==> src/rtl/alarm_pkg.sv <==
// Shared types and constants for the egg-timer alarm sequencer.
// The state encoding is fixed because status logic elsewhere decodes the raw value.
package alarm_pkg;

   typedef enum logic [2:0] {
      IDLE  = 3'd0,
      BEEP  = 3'd1,
      GAP   = 3'd2,
      PAUSE = 3'd3,
      HOLD  = 3'd4
   } alarm_state_e;

   localparam int BURST_W = 5;

   // Cycle count for a duration in milliseconds. 64-bit math, because
   // 1000 ms at 5 MHz overflows 32 bits before the divide.
   function automatic int ms2cyc(input int ms, input int clk_hz);
      longint cyc;
      cyc = longint'(ms) * longint'(clk_hz) / longint'(1000);
      return int'(cyc);
   endfunction

   // Width of a counter that runs 0 .. n-1. Sizes the phase and tone counters.
   function automatic int cnt_w(input int n);
      return (n < 2) ? 1 : $clog2(n);
   endfunction

endpackage

==> src/rtl/alarm_sequencer_tone_gen.sv <==
// Speaker square-wave generator: toggles every HALF enabled cycles and is
// held at zero (counter cleared) while en is low.
module tone_gen
   import alarm_pkg::*;
#(
   parameter int HALF = 1250
) (
   input  logic clk_5MHz,
   input  logic reset,
   input  logic en,
   output logic speaker
);

   localparam int TONE_W = cnt_w(HALF);
   localparam logic [TONE_W-1:0] TONE_TC = TONE_W'(HALF - 1);

   logic [TONE_W-1:0] tone_cnt;

   always_ff @(posedge clk_5MHz or posedge reset) begin
      if (reset) begin
         tone_cnt <= '0;
         speaker  <= 1'b0;
      end else if (!en) begin
         tone_cnt <= '0;
         speaker  <= 1'b0;
      end else if (tone_cnt == TONE_TC) begin
         tone_cnt <= '0;
         speaker  <= ~speaker;
      end else begin
         tone_cnt <= tone_cnt + 1'b1;
      end
   end

endmodule

==> src/rtl/alarm_sequencer.sv <==
// Alarm pattern sequencer: bursts of beeps driven from the timer's done level.
//
//   state | meaning
//   IDLE  | waiting for a rising edge of done (with enable high)
//   BEEP  | tone on for one beep
//   GAP   | silence between beeps of a burst
//   PAUSE | silence after the last beep of a burst
//   HOLD  | stopped (ack, enable low or timeout); waits for done to fall
module alarm_sequencer
   import alarm_pkg::*;
#(
   parameter int CLK_HZ         = 5_000_000,
   parameter int TONE_HZ        = 2000,
   parameter int BEEP_MS        = 200,
   parameter int GAP_MS         = 200,
   parameter int PAUSE_MS       = 1000,
   parameter int BEEPS          = 3,
   parameter int TIMEOUT_BURSTS = 20
) (
   input  logic               clk_5MHz,
   input  logic               reset,
   input  logic               enable,
   input  logic               done,
   input  logic               ack,
   output logic               speaker,
   output logic               alarm_active,
   output logic               led_flash,
   output logic [BURST_W-1:0] burst_count,
   output logic               timed_out
);

   localparam int HALF      = CLK_HZ / (2 * TONE_HZ);
   localparam int BEEP_CYC  = ms2cyc(BEEP_MS, CLK_HZ);
   localparam int GAP_CYC   = ms2cyc(GAP_MS, CLK_HZ);
   localparam int PAUSE_CYC = ms2cyc(PAUSE_MS, CLK_HZ);
   localparam int BG_MAX    = (BEEP_CYC > GAP_CYC) ? BEEP_CYC : GAP_CYC;
   localparam int MAX_CYC   = (BG_MAX > PAUSE_CYC) ? BG_MAX : PAUSE_CYC;
   localparam int PHASE_W   = cnt_w(MAX_CYC);
   localparam int IDX_W     = cnt_w(BEEPS);

   localparam logic [PHASE_W-1:0] BEEP_TC   = PHASE_W'(BEEP_CYC - 1);
   localparam logic [PHASE_W-1:0] GAP_TC    = PHASE_W'(GAP_CYC - 1);
   localparam logic [PHASE_W-1:0] PAUSE_TC  = PHASE_W'(PAUSE_CYC - 1);
   localparam logic [IDX_W-1:0]   LAST_BEEP = IDX_W'(BEEPS - 1);
   localparam logic [BURST_W-1:0] TIMEOUT_N = BURST_W'(TIMEOUT_BURSTS);

   alarm_state_e       state_q;
   alarm_state_e       state_nxt;
   logic               done_d;
   logic               ack_d;
   logic               armed;
   logic               trig;
   logic               ack_rise;
   logic               stop_req;
   logic               phase_end;
   logic               advance;
   logic               last_burst;
   logic               timeout_q;
   logic               tone_en;
   logic [PHASE_W-1:0] phase_cnt;
   logic [IDX_W-1:0]   beep_idx;
   logic [BURST_W-1:0] burst_q;

   // armed stays low after reset until done is seen low, so a done level
   // left high across a reset cannot look like a fresh rising edge.
   assign trig       = done & ~done_d & enable & armed;
   assign ack_rise   = ack & ~ack_d;
   assign stop_req   = ack_rise | ~enable;
   assign advance    = done & ~stop_req & phase_end;
   assign last_burst = ((burst_q + 5'd1) == TIMEOUT_N);

   always_comb begin
      phase_end = 1'b0;
      case (state_q)
         BEEP:    phase_end = (phase_cnt == BEEP_TC);
         GAP:     phase_end = (phase_cnt == GAP_TC);
         PAUSE:   phase_end = (phase_cnt == PAUSE_TC);
         default: phase_end = 1'b0;
      endcase
   end

   always_ff @(posedge clk_5MHz or posedge reset) begin
      if (reset) begin
         state_q <= IDLE;
      end else begin
         state_q <= state_nxt;
      end
   end

   always_comb begin
      state_nxt = state_q;
      case (state_q)
         IDLE: begin
            if (trig) state_nxt = BEEP;
         end
         BEEP, GAP, PAUSE: begin
            if (!done) begin
               state_nxt = IDLE;
            end else if (stop_req) begin
               state_nxt = HOLD;
            end else if (phase_end) begin
               if (state_q == BEEP) begin
                  state_nxt = (beep_idx < LAST_BEEP) ? GAP : PAUSE;
               end else if (state_q == GAP) begin
                  state_nxt = BEEP;
               end else begin
                  state_nxt = last_burst ? HOLD : BEEP;
               end
            end
         end
         HOLD: begin
            if (!done) state_nxt = IDLE;
         end
         default: state_nxt = IDLE;
      endcase
   end

   always_comb begin
      alarm_active = (state_q == BEEP) || (state_q == GAP) || (state_q == PAUSE);
      led_flash    = (state_q == BEEP);
      timed_out    = (state_q == HOLD) && timeout_q;
      burst_count  = burst_q;
      // Tone runs only while staying in BEEP, so the registered speaker is
      // already 0 on the cycle after BEEP is left and starts clean on entry.
      tone_en      = (state_q == BEEP) && (state_nxt == BEEP);
   end

   always_ff @(posedge clk_5MHz or posedge reset) begin
      if (reset) begin
         done_d    <= 1'b0;
         ack_d     <= 1'b0;
         armed     <= 1'b0;
         phase_cnt <= '0;
         beep_idx  <= '0;
         burst_q   <= '0;
         timeout_q <= 1'b0;
      end else begin
         done_d <= done;
         ack_d  <= ack;
         if (!done) armed <= 1'b1;

         if ((state_nxt != state_q) || (state_q == IDLE) || (state_q == HOLD)) begin
            phase_cnt <= '0;
         end else begin
            phase_cnt <= phase_cnt + 1'b1;
         end

         if ((state_q == IDLE) && (state_nxt == BEEP)) begin
            beep_idx <= '0;
            burst_q  <= '0;
         end else if ((state_q == GAP) && advance) begin
            beep_idx <= beep_idx + 1'b1;
         end else if ((state_q == PAUSE) && advance) begin
            beep_idx <= '0;
            if (burst_q != TIMEOUT_N) burst_q <= burst_q + 1'b1;
         end

         timeout_q <= (state_nxt == HOLD) &&
                      ((state_q == HOLD) ? timeout_q
                                         : ((state_q == PAUSE) && advance && last_burst));
      end
   end

   tone_gen #(
      .HALF (HALF)
   ) u_tone_gen (
      .clk_5MHz (clk_5MHz),
      .reset    (reset),
      .en       (tone_en),
      .speaker  (speaker)
   );

endmodule

==> config.mk <==
export PLATFORM = sky130hd
export DESIGN_NAME = alarm_sequencer
export DESIGN_NICKNAME = d
export VERILOG_FILES = /design/src/rtl/alarm_pkg.sv /design/src/rtl/alarm_sequencer_tone_gen.sv /design/src/rtl/alarm_sequencer.sv
export SDC_FILE = /design/constraint.sdc
export NUM_CORES = 1
export LEC_CHECK = 0
export CELL_PAD_IN_SITES_DETAIL_PLACEMENT = 1
export CELL_PAD_IN_SITES_GLOBAL_PLACEMENT = 1
export CORE_AREA = 2 2 110 59
export DETAILED_ROUTE_END_ITERATION = 16
export DIE_AREA = 0 0 112 61
export GPL_TIMING_DRIVEN = 0
export PLACE_DENSITY_LB_ADDON = 0.08
export SLEW_MARGIN = 10
export SYNTH_ARGS = -nofsm -noshare
export SYNTH_HDL_FRONTEND = slang
export SYNTH_HIERARCHICAL = 1
export SYNTH_SLANG_ARGS = --single-unit
export TNS_END_PERCENT = 50
==> constraint.sdc <==
create_clock -name clk_5MHz -period 2.35 [get_ports clk_5MHz]
set_input_delay 0.47 -clock clk_5MHz [delete_from_list [all_inputs] [get_ports clk_5MHz]]
set_output_delay 0.47 -clock clk_5MHz [all_outputs]
set_load 0.005 [all_outputs]
==> out/metrics.yaml <==
route:
  routed-via-count: 2232
  detail_route.first_pass.iterations: 5
  total_routed_length_mm: 7.500
  wl_met3_um: 275
  routed_via_density: 5.889
  wirelength_met1_mm: 3.963
  drt_iter0_drcs: 106
  top_layer: "met4"
  ant_nets: 0
  drt_drc_violations_left: 0
  drt-wirelength-per-cell_um: 19.79
  met2RoutedLength_mm: 3.203
final_layout:
  most_frequent_cells_in_the_layout: "47 x sky130_fd_sc_hd__dfrtp_1, 36 x sky130_fd_sc_hd__nor2_1, 19 x sky130_fd_sc_hd__xor2_1, 18 x sky130_fd_sc_hd__nand2_1, 16 x sky130_fd_sc_hd__nand4_1"
  layout_commonest_cell: "sky130_fd_sc_hd__dfrtp_1"
  synthToLayoutAreaGrowth_pct: 21.71
  final_stage_net_count: 312
  fillers: 672
  drive_above_1_share_pct: 15.56
  finalCoreUtilization_pct: 55.34
  num_antenna_cells: 0
  final_design_area_no_fill_um2: 3241
grt:
  grt.total_usage_pct: 23.61
  grt_first_pass_wirelength_mm: 12.28
  grt.overflow.total: 0
  first_global_vias: 2281
  initial_antenna_violation_count: 0
  grt_start_max_net_pins: 25
synthesis:
  yosys_warnings: 6
  ys_async_sr_fraction_pct: 100.0
  synth_cells: 273
  syn-num-nets: 284
  synth.lib_cells_used.distinct: 48
  mappedNetlistArea_um2: 2663
  synth_sequential_area_ratio_pct: 46.05
  synth-seq-cells: 49
  syn-mean-instance-area_um2: 9.753
  post_synth_edffs: 0
  synth_top_flop_cell: "sky130_fd_sc_hd__dfrtp_1"
placement:
  dpl-instance-area_um2: 2909
  gpl.final_weighted_congestion: 0.8368
  numPortBuffers: 13
  post-dp-hpwl_mm: 5.202
sta:
  relSlewSlack_pct: 64.92
  finalSetupViolCount: 0
  finalMaxSlewViolations: 0
  worst_clock_skew_ns: 0.008537
  timing_worst_slew_pin_value_ns: 0.5223
  worst_hold_check_slack_ns: 0.4405
  post-route-period-util_pct: 97.14
  max_freq_mhz: 438.1
  hold_violation_total_from_the_final_report: 0
  fin_crit_ns: 2.283
  tns_ns: 0
min_path:
  timing.hold.worst.class: "in2reg"
  timing.hold.worst_endpoint: "done_d$_DFF_PP0_"
  timing.hold.worst_path_depth: 1
  hold_path.startpoint: "done"
worst_setup_path:
  timing.reg2reg.setup_slack_ns: 0.07
  timing.setup.critical_path_class: "reg2reg"
  timing.rr.start: "phase_cnt[16]$_DFF_PP0_"
  start_kind: "flip-flop"
  cp_data_arrival_time_ns: 2.45
  crit_required_ns: 2.52
  r2r_depth: 9
  critical_path_fanouts_max: 7
  critical_path.endpoint_type: "flip-flop"
  r2r-end: "u_tone_gen/tone_cnt[7]$_DFF_PP0_"
clock_tree:
  cts-root-buf: "sky130_fd_sc_hd__clkbuf_16"
  clock_path_buffers: 2
  tritoncts_num_sinks: 49
  worst_skew_pair.late_latency_ns: 0.30
  total_clock_buffers_created_by_cts: 5
  clk_transition_reported_paths_ns: 0.07
  tritoncts_clock_tree: "done"
  cts-htree-levels: 2
die:
  die_w_um: 112
  die_h_um: 61
  floorplan.die_area_um2: 6832
  core_area_um2: 5856
  floorplan.io_pins: 14
  floorplan.initialDensity_pct: 45.47
  row_count: 20
power_and_ir_drop:
  total_leakage_power_nw: 1.319
  power_per_cell_area_nw_per_um2: 545.1
  ir_drop_mv: 0.3805
run_status:
  status: "completed"
flow_run:
  max_cap_viol_count: 0
[worst max-delay path by stage]
stage	slack, ns	to	startpoint	depth (start not counted)
4_1_cts	-0.02	burst_count[3]$_DFFE_PP0P_	done	6
3_5_place_dp	-0.32	u_tone_gen/tone_cnt[5]$_DFF_PP0_	done	10
5_1_grt	-0.02	u_tone_gen/tone_cnt[9]$_DFF_PP0_	phase_cnt[16]$_DFF_PP0_	9
6_report	0.07	u_tone_gen/tone_cnt[7]$_DFF_PP0_	phase_cnt[16]$_DFF_PP0_	9
3_3_place_gp	-0.28	u_tone_gen/tone_cnt[8]$_DFF_PP0_	done	10
2_1_floorplan	0.24	u_tone_gen/tone_cnt[2]$_DFF_PP0_	state_q[0]$_DFF_PP0_	10
[critical path: stages, from the launching register on]
cell and delay, ns:
sky130_fd_sc_hd__dfrtp_2 0.43, sky130_fd_sc_hd__nand4b_1 0.17, sky130_fd_sc_hd__or4_4 0.54, sky130_fd_sc_hd__a211oi_4 0.30, sky130_fd_sc_hd__nand2b_4 0.18, sky130_fd_sc_hd__buf_8 0.12, sky130_fd_sc_hd__a21oi_2 0.08, sky130_fd_sc_hd__o31ai_4 0.08
sky130_fd_sc_hd__buf_4 0.20, sky130_fd_sc_hd__a21oi_1 0.05
[layout make-up]
cell class              count  area (um2)  area share (%)
plain buffers               8       82.58           2.548
clock buffers               6       128.9           3.977
clock inverters             2       38.79           1.197
inverters                  13       48.80           1.506
multi-input cells         203        1409           43.47
flip-flops and latches     49        1229           37.92
well taps                  77       96.34           2.973
repair buffers             21       207.7           6.409
[repair_timing]
| item | 4_1_cts | 5_1_grt |
|---|---|---|
| hold buffers | 0 | 0 |
| gates resized for setup | 6 | 20 |
| pin swaps | 0 | 3 |
| setup buffers | 0 | 6 |
| endpoints found under the setup margin | 18 | 15 |
| gates cloned | 0 | 1 |
[cells in the mapped netlist, drive strengths merged (6+ instances only)]
cell type / number / area [um2]
nand3: 13 / 65.06
nand2: 20 / 82.58
inv: 13 / 48.80
or3: 6 / 42.54
buf: 7 / 65.05
nor2: 38 / 142.6
ha: 6 / 75.07
xor2: 19 / 166.4
dfrtp: 49 / 1226
a21oi: 13 / 65.06
nand4: 16 / 100.1
[power breakdown]
part | internal [mW] | switching, mW | total (mW)
logic | 0.0281 | 0.0463 | 0.0744
clock network | 0.505 | 0.335 | 0.840
registers | 0.847 | 0.00473 | 0.852
total | 1.38 | 0.386 | 1.77
[metrics by stage]
stage | setup slack [ns] | power (mW) | cells
2_1_floorplan | 0.2405 | 0.9033 | 273
3_3_place_gp | -0.2809 | 0.9300 | 363
3_5_place_dp | -0.3213 | 0.9367 | 364
4_1_cts | -0.02278 | 1.779 | 372
5_1_grt | -0.01623 | 1.831 | 379
6_report | 0.06716 | 1.766 | 379
[state kept, by name (all words and copies together) (netlist names)]
signal and flops:
beep_idx 2, done_d 1, u_tone_gen/speaker 1, phase_cnt 23, ack_d 1, state_q 3
burst_count 5, u_tone_gen/tone_cnt 11, armed 1, timeout_q 1
[routing by layer]
layer  vias to the layer above  GRT usage, %
li1                       1032             -
met2                        42         35.84
met1                      1151         34.99
met3                         7         5.195
met5                         -             0
met4                         0         5.401
[logic make-up after synthesis]
logic type / Yosys count / synth area share [%]
AO/OA/AOI/OAI: 39 / 10.57
XOR/XNOR: 24 / 7.895
adder cells (fa/ha/maj): 6 / 2.819
buffers and inverters: 21 / 4.417
flip-flops: 49 / 46.05
multiplexers: 4 / 1.504
AND/OR/NAND/NOR: 130 / 26.74
Power figures use the tool's default switching activity.
